[src/rtl/uart_tx_arbiter.sv]
// Round-robin arbiter sharing one UART TX byte port between NUM_REQ sources, with packet lock.
// Optional header byte per grant when UART_TX_ARB_HEADER_EN is defined.
module uart_tx_arbiter #(
  parameter int unsigned NUM_REQ     = 4,
  parameter int unsigned MAX_PKT_LEN = 64,
  parameter logic [4:0]  HDR_TAG     = 5'h1A
) (
  input  logic                         clk,
  input  logic                         reset,
  input  logic [8*NUM_REQ-1:0]         req_data,
  input  logic [NUM_REQ-1:0]           req_valid,
  input  logic [NUM_REQ-1:0]           req_last,
  output logic [NUM_REQ-1:0]           req_ready,
  output logic [7:0]                   tx_data,
  output logic                         tx_valid,
  input  logic                         tx_ready,
  output logic [$clog2(NUM_REQ)-1:0]   grant_idx,
  output logic                         busy,
  output logic                         trunc_pulse
);
  localparam int IW = $clog2(NUM_REQ);
  localparam int CW = $clog2(MAX_PKT_LEN + 1);

  typedef enum logic [1:0] {S_IDLE, S_HDR, S_LOCK} state_t;

  state_t          r_state, w_state_n;
  logic [IW-1:0]   r_rr_ptr, w_rr_n;
  logic [IW-1:0]   r_grant_idx, w_gidx_n;
  logic [CW-1:0]   r_byte_cnt, w_cnt_n;
  logic            r_trunc, w_trunc_n;

  logic [NUM_REQ-1:0][7:0] w_data;
  logic [IW-1:0]   w_pick;
  logic            w_found;
  logic [CW-1:0]   w_cnt_inc;
  logic            w_at_limit;
  logic            w_xfer;
  logic            w_unused_hdr;

  assign w_data       = req_data;
  assign w_unused_hdr = ^HDR_TAG;
  assign w_cnt_inc    = r_byte_cnt + CW'(1);
  assign w_at_limit   = (w_cnt_inc == CW'(MAX_PKT_LEN));

  function automatic logic [IW-1:0] f_wrap(input logic [IW-1:0] base, input int k);
    int s;
    s = int'(base) + k;
    if (s >= int'(NUM_REQ)) s = s - int'(NUM_REQ);
    return IW'(s);
  endfunction

  // First valid requester at or after rr_ptr, wrapping
  always_comb begin
    w_found = 1'b0;
    w_pick  = '0;
    for (int k = 0; k < int'(NUM_REQ); k++) begin
      if (!w_found && req_valid[f_wrap(r_rr_ptr, k)]) begin
        w_found = 1'b1;
        w_pick  = f_wrap(r_rr_ptr, k);
      end
    end
  end

  always_ff @(posedge clk or posedge reset) begin
    if (reset) begin
      r_state     <= S_IDLE;
      r_rr_ptr    <= '0;
      r_grant_idx <= '0;
      r_byte_cnt  <= '0;
      r_trunc     <= 1'b0;
    end else begin
      r_state     <= w_state_n;
      r_rr_ptr    <= w_rr_n;
      r_grant_idx <= w_gidx_n;
      r_byte_cnt  <= w_cnt_n;
      r_trunc     <= w_trunc_n;
    end
  end

  always_comb begin
    w_state_n = r_state;
    w_rr_n    = r_rr_ptr;
    w_gidx_n  = r_grant_idx;
    w_cnt_n   = r_byte_cnt;
    w_trunc_n = 1'b0;
    tx_valid  = 1'b0;
    tx_data   = 8'h00;
    req_ready = '0;
    w_xfer    = 1'b0;
    case (r_state)
      S_IDLE: begin
        if (w_found) begin
          w_gidx_n = w_pick;
          w_cnt_n  = '0;
`ifdef UART_TX_ARB_HEADER_EN
          w_state_n = S_HDR;
`else
          w_state_n = S_LOCK;
`endif
        end
      end
`ifdef UART_TX_ARB_HEADER_EN
      S_HDR: begin
        tx_valid = 1'b1;
        tx_data  = {HDR_TAG, 3'(r_grant_idx)};
        if (tx_ready) w_state_n = S_LOCK;
      end
`endif
      S_LOCK: begin
        tx_valid               = req_valid[r_grant_idx];
        tx_data                = w_data[r_grant_idx];
        req_ready[r_grant_idx] = tx_ready;
        w_xfer                 = tx_valid & tx_ready;
        if (w_xfer) begin
          w_cnt_n = w_cnt_inc;
          // Last byte wins over the length limit: no truncation reported then
          if (req_last[r_grant_idx] || w_at_limit) begin
            w_state_n = S_IDLE;
            w_rr_n    = f_wrap(r_grant_idx, 1);
            w_trunc_n = !req_last[r_grant_idx];
          end
        end
      end
      default: w_state_n = S_IDLE;
    endcase
  end

  assign busy        = (r_state != S_IDLE);
  assign grant_idx   = r_grant_idx;
  assign trunc_pulse = r_trunc;
endmodule
[config.mk]
export PLATFORM = sky130hd
export DESIGN_NAME = uart_tx_arbiter
export DESIGN_NICKNAME = d
export VERILOG_FILES = /design/src/rtl/uart_tx_arbiter.sv
export SDC_FILE = /design/constraint.sdc
export NUM_CORES = 1
export LEC_CHECK = 0
export CELL_PAD_IN_SITES_DETAIL_PLACEMENT = 0
export CELL_PAD_IN_SITES_GLOBAL_PLACEMENT = 1
export CORE_ASPECT_RATIO = 0.75
export CORE_MARGIN = 2
export CORE_UTILIZATION = 31
export DETAILED_ROUTE_END_ITERATION = 8
export PLACE_DENSITY = 0.93
export SETUP_SLACK_MARGIN = 0.3
export SYNTH_ARGS = -nofsm -noshare
export SYNTH_HDL_FRONTEND = slang
export SYNTH_SLANG_ARGS = --single-unit
[constraint.sdc]
create_clock -name clk -period 5.4 [get_ports clk]
set_clock_uncertainty 0.05 [all_clocks]
set_input_delay 1.08 -clock clk [delete_from_list [all_inputs] [get_ports clk]]
set_output_delay 1.08 -clock clk [all_outputs]
set_load 0.01 [all_outputs]
---- After elaboration in Yosys (flattened, before gate mapping) ----
Index checks and enable logic that the tools add are counted.
cells by class
  reduce and logical (&&, ||, !) cells .... 16
  add/subtract/negate cells ............... 10
  order comparisons ....................... 11
  equality and inequality tests ........... 5
  bitwise gates (word level) .............. 2
  multiplexer cells ....................... 42
operator list
  kind                                                  number
  2-to-1 mux 2 bit                                      12
  binary-select mux 8 bit (select 2 bit)                1
  2-to-1 mux 8 bit                                      2
  < comparator 2 x 3 -> 1 bit (second input constant)   5
  2-to-1 mux 1 bit                                      15
  2-to-1 mux 7 bit                                      2
  case mux 7 bit (2 select lines)                       1
  binary-select mux 1 bit (select 2 bit)                6
  >= comparator 3 bit (second input constant)           4
  subtractor 2 x 1 -> 2 bit (second input constant)     5
  AND reduction 3 bit                                   3
  adder 7 x 1 -> 7 bit (second input constant)          1
  == test 7 bit (second input constant)                 1
  adder 2 x 1 -> 3 bit (second input constant)          2
  adder 2 x 2 -> 3 bit (second input constant)          2
  inequality test 2 bit (second input constant)         3
  bitwise AND 4 bit                                     1
  logical AND 1 bit                                     4
  logical NOT 1 bit                                     4
  2-to-1 mux 4 bit                                      1
  case mux 2 bit (2 select lines)                       1
  nonzero test 2 bit                                    2
  >= comparator 2 x 3 -> 1 bit (second input constant)  1
  demux 1 bit (select 2 bit)                            1
  6 further kinds                                       6
word-level totals
  word-level logic and storage cells ...... 91
  register bits ........................... 14

---- Longest topological paths before layout ----
Gate-level depths: netlist (run 1).
  depth in word-level cells ............... 16
  depth in mapped cells ................... 6

---- Worst setup path after synthesis (run 1) ----
OpenSTA, ideal clock, no wires.
  path kind ............................... input to output
  start point ............................. input req_valid[3]
  end point ............................... output tx_valid
  arrival ................................. 1,739 ps
  stages on the path ...................... 2
  setup slack ............................. 2,531 ps
  data required time ...................... 4,270 ps
  cells stage by stage .................... mux4_2 -> and2_1
between the ends
  longest elaborated chain between the ends .. 3
ends and longest elaborated chain
  item                                    line  RTL
  start: declaration                      11    input logic [NUM_REQ-1:0] req_valid,
  binary-select mux 1 bit (select 2 bit)  110   tx_valid = req_valid[r_grant_idx];
  2-to-1 mux 1 bit (not written as such)  110
  2-to-1 mux 1 bit                        90    case (r_state)
  end: declaration                        15    output logic tx_valid,
No other way between the ends. The select of a mux whose other input is x is not followed.

---- Final worst setup path (run 1) ----
Ends and elaborated chain as after synthesis.

==> metrics, run 1 <==
floorplan row count=19; area delta synth->final=58.7%; first-pass GRT wire length=5540 um; distinct cell type count after synthesis=33; Slew Limit Headroom=0.542; Inserted Clock Buffers=3; clock sinks=13; Area contributors post-synth=dfrtp_1 28%, mux4_1 18%, and2_1 5.4%, ha_1 5.4%, and3_1 4.3%; P_sw=0.273 mW; Initial Utilization=0.319; routability cong.=0.840; worst vdd ir=0.253 mV; antenna violations before repair=0; worst slew pin tran=0.686 ns; LEAKAGE=0.776 nW; Worst setup SP type=primary input; syn_nets=162; Critical Path RT=4.27 ns; Avg Cell Area, Syn=10.1 sq um; H-tree depth=1; GR Overflow Total=0; drt via density=4.90; final period utilization=0.713; hold crit path type=reg -> reg; core area=3610 sq um; largest net degree at the start of global routing=20; die area=4230 sq um; Net Sw Frac=0.389; Mapped Area=1150 sq um; Critical-path top delay cell=mux4_2; IO Pins=60; post-CTS sizing=0; drt initial violations=48; most frequent cell after synthesis=dfrtp_1; CTS tree=yes; Setup TNS Final=0 ns; async set-reset flop share out of synthesis=1.00; Yosys top cell area share=0.282; 1st-pass router iterations=4; Syn Inst Count=114; Pint=0.428 mW; Final ANT Viol Nets=0; largest delay contributor family on the critical path=buffers and inverters; hold_buf cts=0; WL/cell=15.1 um; YS warnings=0; CTS clk-pin slew, worst paths=0.06 ns; CP Class=in -> out; final core utilization=0.506; combinational share of power=0.582; Final HPWL DP=2770 um; Die Span X=74.4 um; Clock Latency Late Sink=0.24 ns; clock power share=0.125; most frequent CP cell=clkdlybuf4s50_1; Slew Viols, Final=0; postcts setup bufs=0; Total Wirelength=3390 um; All-Layer GR Usage=0.173; buffers and inverters on the worst path=2; die height=56.8 um; crit path DAT=2.72 ns; Max FO, Critical Path=5; # setup viols final=0; critical path's largest stage delay=0.51 ns; Root Driver=clkbuf_8; top cells by count, synth=13 x dfrtp_1, 10 x and2_1, 9 x inv_1, 9 x nand2_1; vias in the first global route=1143; RSZ-0062 raised after global routing=false; outcome=finished clean; critical path endpoint category=output port; Max-Cap Viols=0; Power Dens Cells=383 nW/um^2; port bufs=59; biggest area consumer among synthesized cells=dfrtp_1; top_reg_cell synth=dfrtp_1; Hold Fails Final Rpt=0; Fin Hold WS=0.502 ns; Layout Nets=222; CTS max path bufs=2; worst path cell trace=clkdlybuf4s50_1, mux4_2, and2_1, clkdlybuf4s50_1; FMAX=260 MHz; detailed-route via count=1102; Tmin final=3.85 ns; final routed DRC violation total=0; share of cells above drive strength 1=0.0578; Yosys reg bits=13; sequential power share=0.293; number of synthesized flops with an enable pin=0; sequential cell area fraction in the yosys report=0.282; # diodes=0
==> worst register-to-register path: cells and delay by family (launching register included) <==
family,cells,cell delay [ns]
flip-flops,1,0.78
multiplexers,2,0.74
AO/OA/AOI/OAI,1,0.41
AND/OR/NAND/NOR,1,0.27
==> metrics by stage <==
stage                     power [mW]  worst slack [ns]  std cells  instance area (sq um)
after floorplan                0.434              2.53        114                   1150
after global placement         0.604              1.57        221                   1780
after detailed placement       0.616              1.55        221                   1780
after CTS                      0.705              1.56        225                   1830
after global routing           0.753              1.51        225                   1830
final                          0.701              1.55        225                   1830
==> layer usage <==
metal / GRT usage / vias to the layer above / routed length (um)
li1: - / 546 / -
met1: 0.214 / 527 / 1480
met2: 0.308 / 27 / 1820
met3: 0.0395 / 2 / 95
met4: 0.0255 / 0 / 3
met5: 0 / - / 0
==> final timing paths <==
path / start / end / slack, ns / cells after the start
hold / removal: r_byte_cnt[6] / r_byte_cnt[6] / 0.50 / 1
hold reg to reg: r_byte_cnt[6] / r_byte_cnt[6] / 0.50 / 1
min in group asynchronous: reset / trunc_pulse / 1.11 / 2
max in group asynchronous: reset / grant_idx[1] / 3.86 / 2
setup reg to reg: grant_idx[0] / r_rr_ptr[1] / 3.02 / 4
setup / recovery: req_valid[3] / tx_valid / 1.55 / 4
==> cell type report <==
class	count	area [sq um]
Clock buffer	3	41.3
Clock inverter	1	5.00
Fill cell	342	1780
Inverter	9	33.8
Multi-Input combinational cell	88	768
Sequential cell	13	325
Tap cell	52	65.1
Timing Repair Buffer	59	591
==> sequential cells by signal, summed over array words and instances, names as in the netlist <==
name         flops
r_state          1
r_byte_cnt       7
trunc_pulse      1
r_rr_ptr         2
grant_idx        2
==> cells in the final DEF (no fill, tap or decap), types with 2 or more instances in the layout <==
master           synthesis  routed
and2_1                  10      10
o21ai_1                  8       8
mux4_2                   2       2
clkdlybuf4s50_1          0      59
dfrtp_1                 13      13
mux4_1                   8       8
nor4_1                   2       2
clkbuf_8                 0       3
ha_1                     5       5
nand2_1                  9       9
and3_1                   8       8
nor2_1                   6       6
nand3_1                  4       4
a21oi_1                  4       4
mux2_1                   2       2
o21ai_0                  4       4
nor2b_1                  2       2
inv_1                    9       9
==> cell families after synthesis <==
group	after synthesis	share of synthesized area
compound gates	25	0.140
xor+xnor	1	0.00760
fa+ha+maj	5	0.0543
buf+inv	13	0.0510
flops	13	0.282
mux	12	0.241
simple gates	45	0.224
==> power by group through the flow <==
stage / Clock, mW / Combinational (mW) / Sequential (mW)
floorplan: 0 / 0.266 / 0.167
global placement: 0 / 0.404 / 0.199
detailed placement: 0 / 0.411 / 0.204
CTS: 0.0908 / 0.412 / 0.202
global route: 0.0960 / 0.443 / 0.214
finish: 0.0877 / 0.408 / 0.205
No activity file was read; power rests on OpenSTA's default activity.
==> inputs of run 2 (changes only) <==
--- a/config.mk
+++ b/config.mk
@@ -9,9 +9,9 @@
 export CELL_PAD_IN_SITES_GLOBAL_PLACEMENT = 1
 export CORE_ASPECT_RATIO = 0.75
 export CORE_MARGIN = 2
-export CORE_UTILIZATION = 31
+export CORE_UTILIZATION = 26
 export DETAILED_ROUTE_END_ITERATION = 8
-export PLACE_DENSITY = 0.93
+export PLACE_DENSITY = 0.84
 export SETUP_SLACK_MARGIN = 0.3
 export SYNTH_ARGS = -nofsm -noshare
 export SYNTH_HDL_FRONTEND = slang
==> constraint.sdc (replaced) <==
create_clock -name clk -period 3.3 [get_ports clk]
set_clock_uncertainty 0.05 [all_clocks]
set_input_delay 0.66 -clock clk [delete_from_list [all_inputs] [get_ports clk]]
set_output_delay 0.66 -clock clk [all_outputs]
set_load 0.01 [all_outputs]
==> metrics, run 2 (synthesis gave the netlist of run 1 again) <==
CTS max path bufs=2; Layout Nets=224; outcome=finished clean; Hold Fails Final Rpt=0; post-CTS sizing=2; Worst setup SP type=primary input; antenna violations before repair=0; Die Span X=80.9 um; drt initial violations=72; met3 usage=0.0396; 1st-pass router iterations=4; Fin Hold WS=0.495 ns; # setup viols final=0; Tmin final=2.94 ns; CTS tree=yes; met1 usage=0.190; pre-CTS setup slack=0.293 ns; Slew Limit Headroom=0.643; Most flops, register=r_byte_cnt; H-tree depth=1; port bufs=59; commonest non-fill, non-tap cell in the layout=clkdlybuf4s50_1; die area=4990 sq um; Hold Path Depth=1; WL/cell=15.6 um; Clock Latency Late Sink=0.25 ns; final routed DRC violation total=0; vias in the first global route=1198; Root Driver=clkbuf_8; GR Overflow Total=0; postcts setup bufs=0; worst vdd ir=0.333 mV; hold_buf cts=0; # diodes=0; drt via density=4.99; LEAKAGE=0.786 nW; clock sinks=13; Max FO, Critical Path=1; Setup TNS Final=0 ns; crit path DAT=2.23 ns; Critical Path RT=2.59 ns; area delta synth->final=60.4%; RSZ-0062 raised after global routing=false; Inserted Clock Buffers=3; die height=61.7 um; max FFs per register=7; worst slew pin tran=0.534 ns; busiest grt layer=met2; met2 Use GR=0.294; post-route cell area=1850 sq um; Worst R2R Path Depth=6; critical path endpoint category=output port; final core utilization=0.445; DP Cell Count=226; CP Class=in -> out; Slew Viols, Final=0; largest net degree at the start of global routing=20; Final HPWL DP=2910 um; core area=4150 sq um; detailed-route via count=1148; Max-Cap Viols=0; All-Layer GR Usage=0.160; placed instance area=1800 sq um; final worst setup slack=0.361 ns; hold crit path type=reg -> reg; Final Non-Filler Cells=230; IO Pins=60; final period utilization=0.891; commonest non-fill, non-tap cells in the layout=58 x clkdlybuf4s50_1, 12 x dfrtp_1, 10 x and2_1; first-pass GRT wire length=5930 um; CTS clk-pin slew, worst paths=0.06 ns; share of cells above drive strength 1=0.0743; Final ANT Viol Nets=0; total power=1.16 mW; floorplan row count=20; Power Dens Cells=630 nW/um^2; routability cong.=0.797; Total Wirelength=3580 um; FMAX=340 MHz; Initial Utilization=0.277
run 2: changes by cell type in the layout (fill, tap and decap cells not counted):
cell / delta
buf_4: +2
clkdlybuf4s50_1: -1
dfrtp_1: -1
dlygate4sd2_1: +1
dfrtp_2: +1
run 2: area by class of cell:
class,instances,area [sq um]
clock buffer,3,41.3
clock inverter,1,5.00
timing repair buffer,61,604
inverter,9,33.8
multi-input combinational,88,768
sequential,13,327
tap,55,68.8
fill,420,2310
run 2: power breakdown:
part	total (mW)	switching, mW	internal, mW
registers	0.332	0.123	0.209
logic	0.686	0.270	0.416
clock network	0.146	0.0620	0.0836
total	1.16	0.455	0.709
run 2: layer usage:
| metal | vias to the layer above | share of wire | wire length, um |
|---|---|---|---|
| met5 | - | 0 | 0 |
| li1 | 551 | - | - |
| met1 | 562 | 0.42 | 1500 |
| met2 | 31 | 0.54 | 1930 |
| met4 | 0 | 0.0078 | 28 |
| met3 | 4 | 0.032 | 116 |
run 2: worst max-delay path, cell delays in order:
cell and delay, ns:
clkdlybuf4s50_1 0.41, mux4_1 0.50, and2_1 0.17, clkdlybuf4s50_1 0.48
run 2: worst paths after layout:
path / slack (ns) / to / startpoint
min reg2reg: 0.49 / r_byte_cnt[6] / r_byte_cnt[6]
max: 0.36 / tx_data[0] / req_data[8]
min: 0.49 / r_byte_cnt[6] / r_byte_cnt[6]
max reg2reg: 1.25 / r_rr_ptr[0] / r_byte_cnt[0]
min in group asynchronous: 0.70 / trunc_pulse / reset
max in group asynchronous: 2.11 / grant_idx[0] / reset
==> inputs of run 3 (changes only) <==
--- a/config.mk
+++ b/config.mk
@@ -8,11 +8,11 @@
 export CELL_PAD_IN_SITES_DETAIL_PLACEMENT = 0
 export CELL_PAD_IN_SITES_GLOBAL_PLACEMENT = 1
 export CORE_ASPECT_RATIO = 0.75
-export CORE_MARGIN = 2
 export CORE_UTILIZATION = 26
 export DETAILED_ROUTE_END_ITERATION = 8
 export PLACE_DENSITY = 0.84
 export SETUP_SLACK_MARGIN = 0.3
+export SKIP_LAST_GASP = 1
 export SYNTH_ARGS = -nofsm -noshare
 export SYNTH_HDL_FRONTEND = slang
 export SYNTH_SLANG_ARGS = --single-unit
==> metrics, run 3 (synthesis gave the netlist of run 1 again) <==
Die Span X=78.9 um; drt via density=5.03; commonest non-fill, non-tap cell in the layout=clkdlybuf4s50_1; pre-CTS setup slack=0.289 ns; first-pass GRT wire length=5530 um; hold crit path type=reg -> reg; Setup TNS Final=0 ns; critical path endpoint category=output port; floorplan row count=20; total power=1.17 mW; # setup viols final=0; Power Dens Cells=633 nW/um^2; Initial Utilization=0.277; CTS tree=yes; Worst setup SP type=primary input; LEAKAGE=0.781 nW; Fin Hold WS=0.493 ns; Layout Nets=223; CTS max path bufs=2; met3 usage=0.0382; Final HPWL DP=2950 um; Total Wirelength=3590 um; area delta synth->final=59.7%; largest net degree at the start of global routing=20; final routed DRC violation total=0; routability cong.=0.887; Max FO, Critical Path=1; Slew Viols, Final=0; Clock Latency Late Sink=0.25 ns; IO Pins=60; met1 usage=0.178; Slew Limit Headroom=0.638; final core utilization=0.443; Hold Fails Final Rpt=0; antenna violations before repair=0; CP Class=in -> out; clock sinks=13; commonest non-fill, non-tap cells in the layout=58 x clkdlybuf4s50_1, 12 x dfrtp_1, 10 x and2_1; share of cells above drive strength 1=0.0690; FMAX=339 MHz; max FFs per register=7; Max-Cap Viols=0; WL/cell=15.7 um; Tmin final=2.95 ns; die height=59.7 um; detailed-route via count=1153; port bufs=59; crit path DAT=2.24 ns; H-tree depth=1; GR Overflow Total=0; vias in the first global route=1144; drt initial violations=44; All-Layer GR Usage=0.157; met2 Use GR=0.316; worst slew pin tran=0.542 ns; 1st-pass router iterations=4; Root Driver=clkbuf_8; final worst setup slack=0.352 ns; core area=4150 sq um; RSZ-0062 raised after global routing=false; worst vdd ir=0.377 mV; CTS clk-pin slew, worst paths=0.06 ns; final period utilization=0.893; # diodes=0; die area=4710 sq um; Critical Path RT=2.59 ns; Final ANT Viol Nets=0; Inserted Clock Buffers=3; outcome=finished clean; busiest grt layer=met2; Most flops, register=r_byte_cnt
## run 3: cell types whose count changed in the layout (fill, tap and decap cells not counted), sizes merged
cell  previous run  this run
buf              2         1
## run 3: path summary, 6_finish.rpt
check | startpoint | endpoint | slack (ns) | cells after the start
worst max-delay path | req_data[13] | tx_data[5] | 0.35 | 4
worst min register to register | r_byte_cnt[6] | r_byte_cnt[6] | 0.49 | 1
worst min-delay path | r_byte_cnt[6] | r_byte_cnt[6] | 0.49 | 1
max in group asynchronous | reset | grant_idx[0] | 2.12 | 2
min in group asynchronous | reset | trunc_pulse | 0.70 | 2
worst max register to register | grant_idx[1] | r_rr_ptr[1] | 1.05 | 4
## run 3: what timing repair did
item	4_1_cts	5_1_grt
buffers inserted	0	0
pin swaps	0	0
hold buffers	0	0
gates cloned	0	0
resized for setup	1	1
endpoints found under the setup margin	1	2
## run 3: through the flow
step                      area [sq um]  instances
after floorplan                   1150        114
after global placement            1790        225
after detailed placement          1790        225
after CTS                         1840        229
after global routing              1840        229
final                             1840        229
## run 3: final cells by class
class	count	area [sq um]
Multi-Input combinational cell	88	768
Inverter	9	33.8
Timing Repair Buffer	60	597
Sequential cell	13	327
Tap cell	55	68.8
Clock buffer	3	41.3
Clock inverter	1	5.00
Fill cell	424	2310
## run 3: critical path, stage by stage
cell,delay [ns]
clkdlybuf4s50_1,0.42
mux4_1,0.51
and2_1,0.17
clkdlybuf4s50_1,0.48
## run 3: routing by layer
metal | wire (um) | share of wire
met3 | 113 | 0.031
met2 | 1980 | 0.55
met5 | 0 | 0
met4 | 0 | 0
met1 | 1500 | 0.42
## run 3: where the power goes
part	internal, mW	leakage, nW	switching, mW
registers	0.209	0.165	0.121
logic	0.413	0.591	0.277
clock network	0.0835	0.0255	0.0620
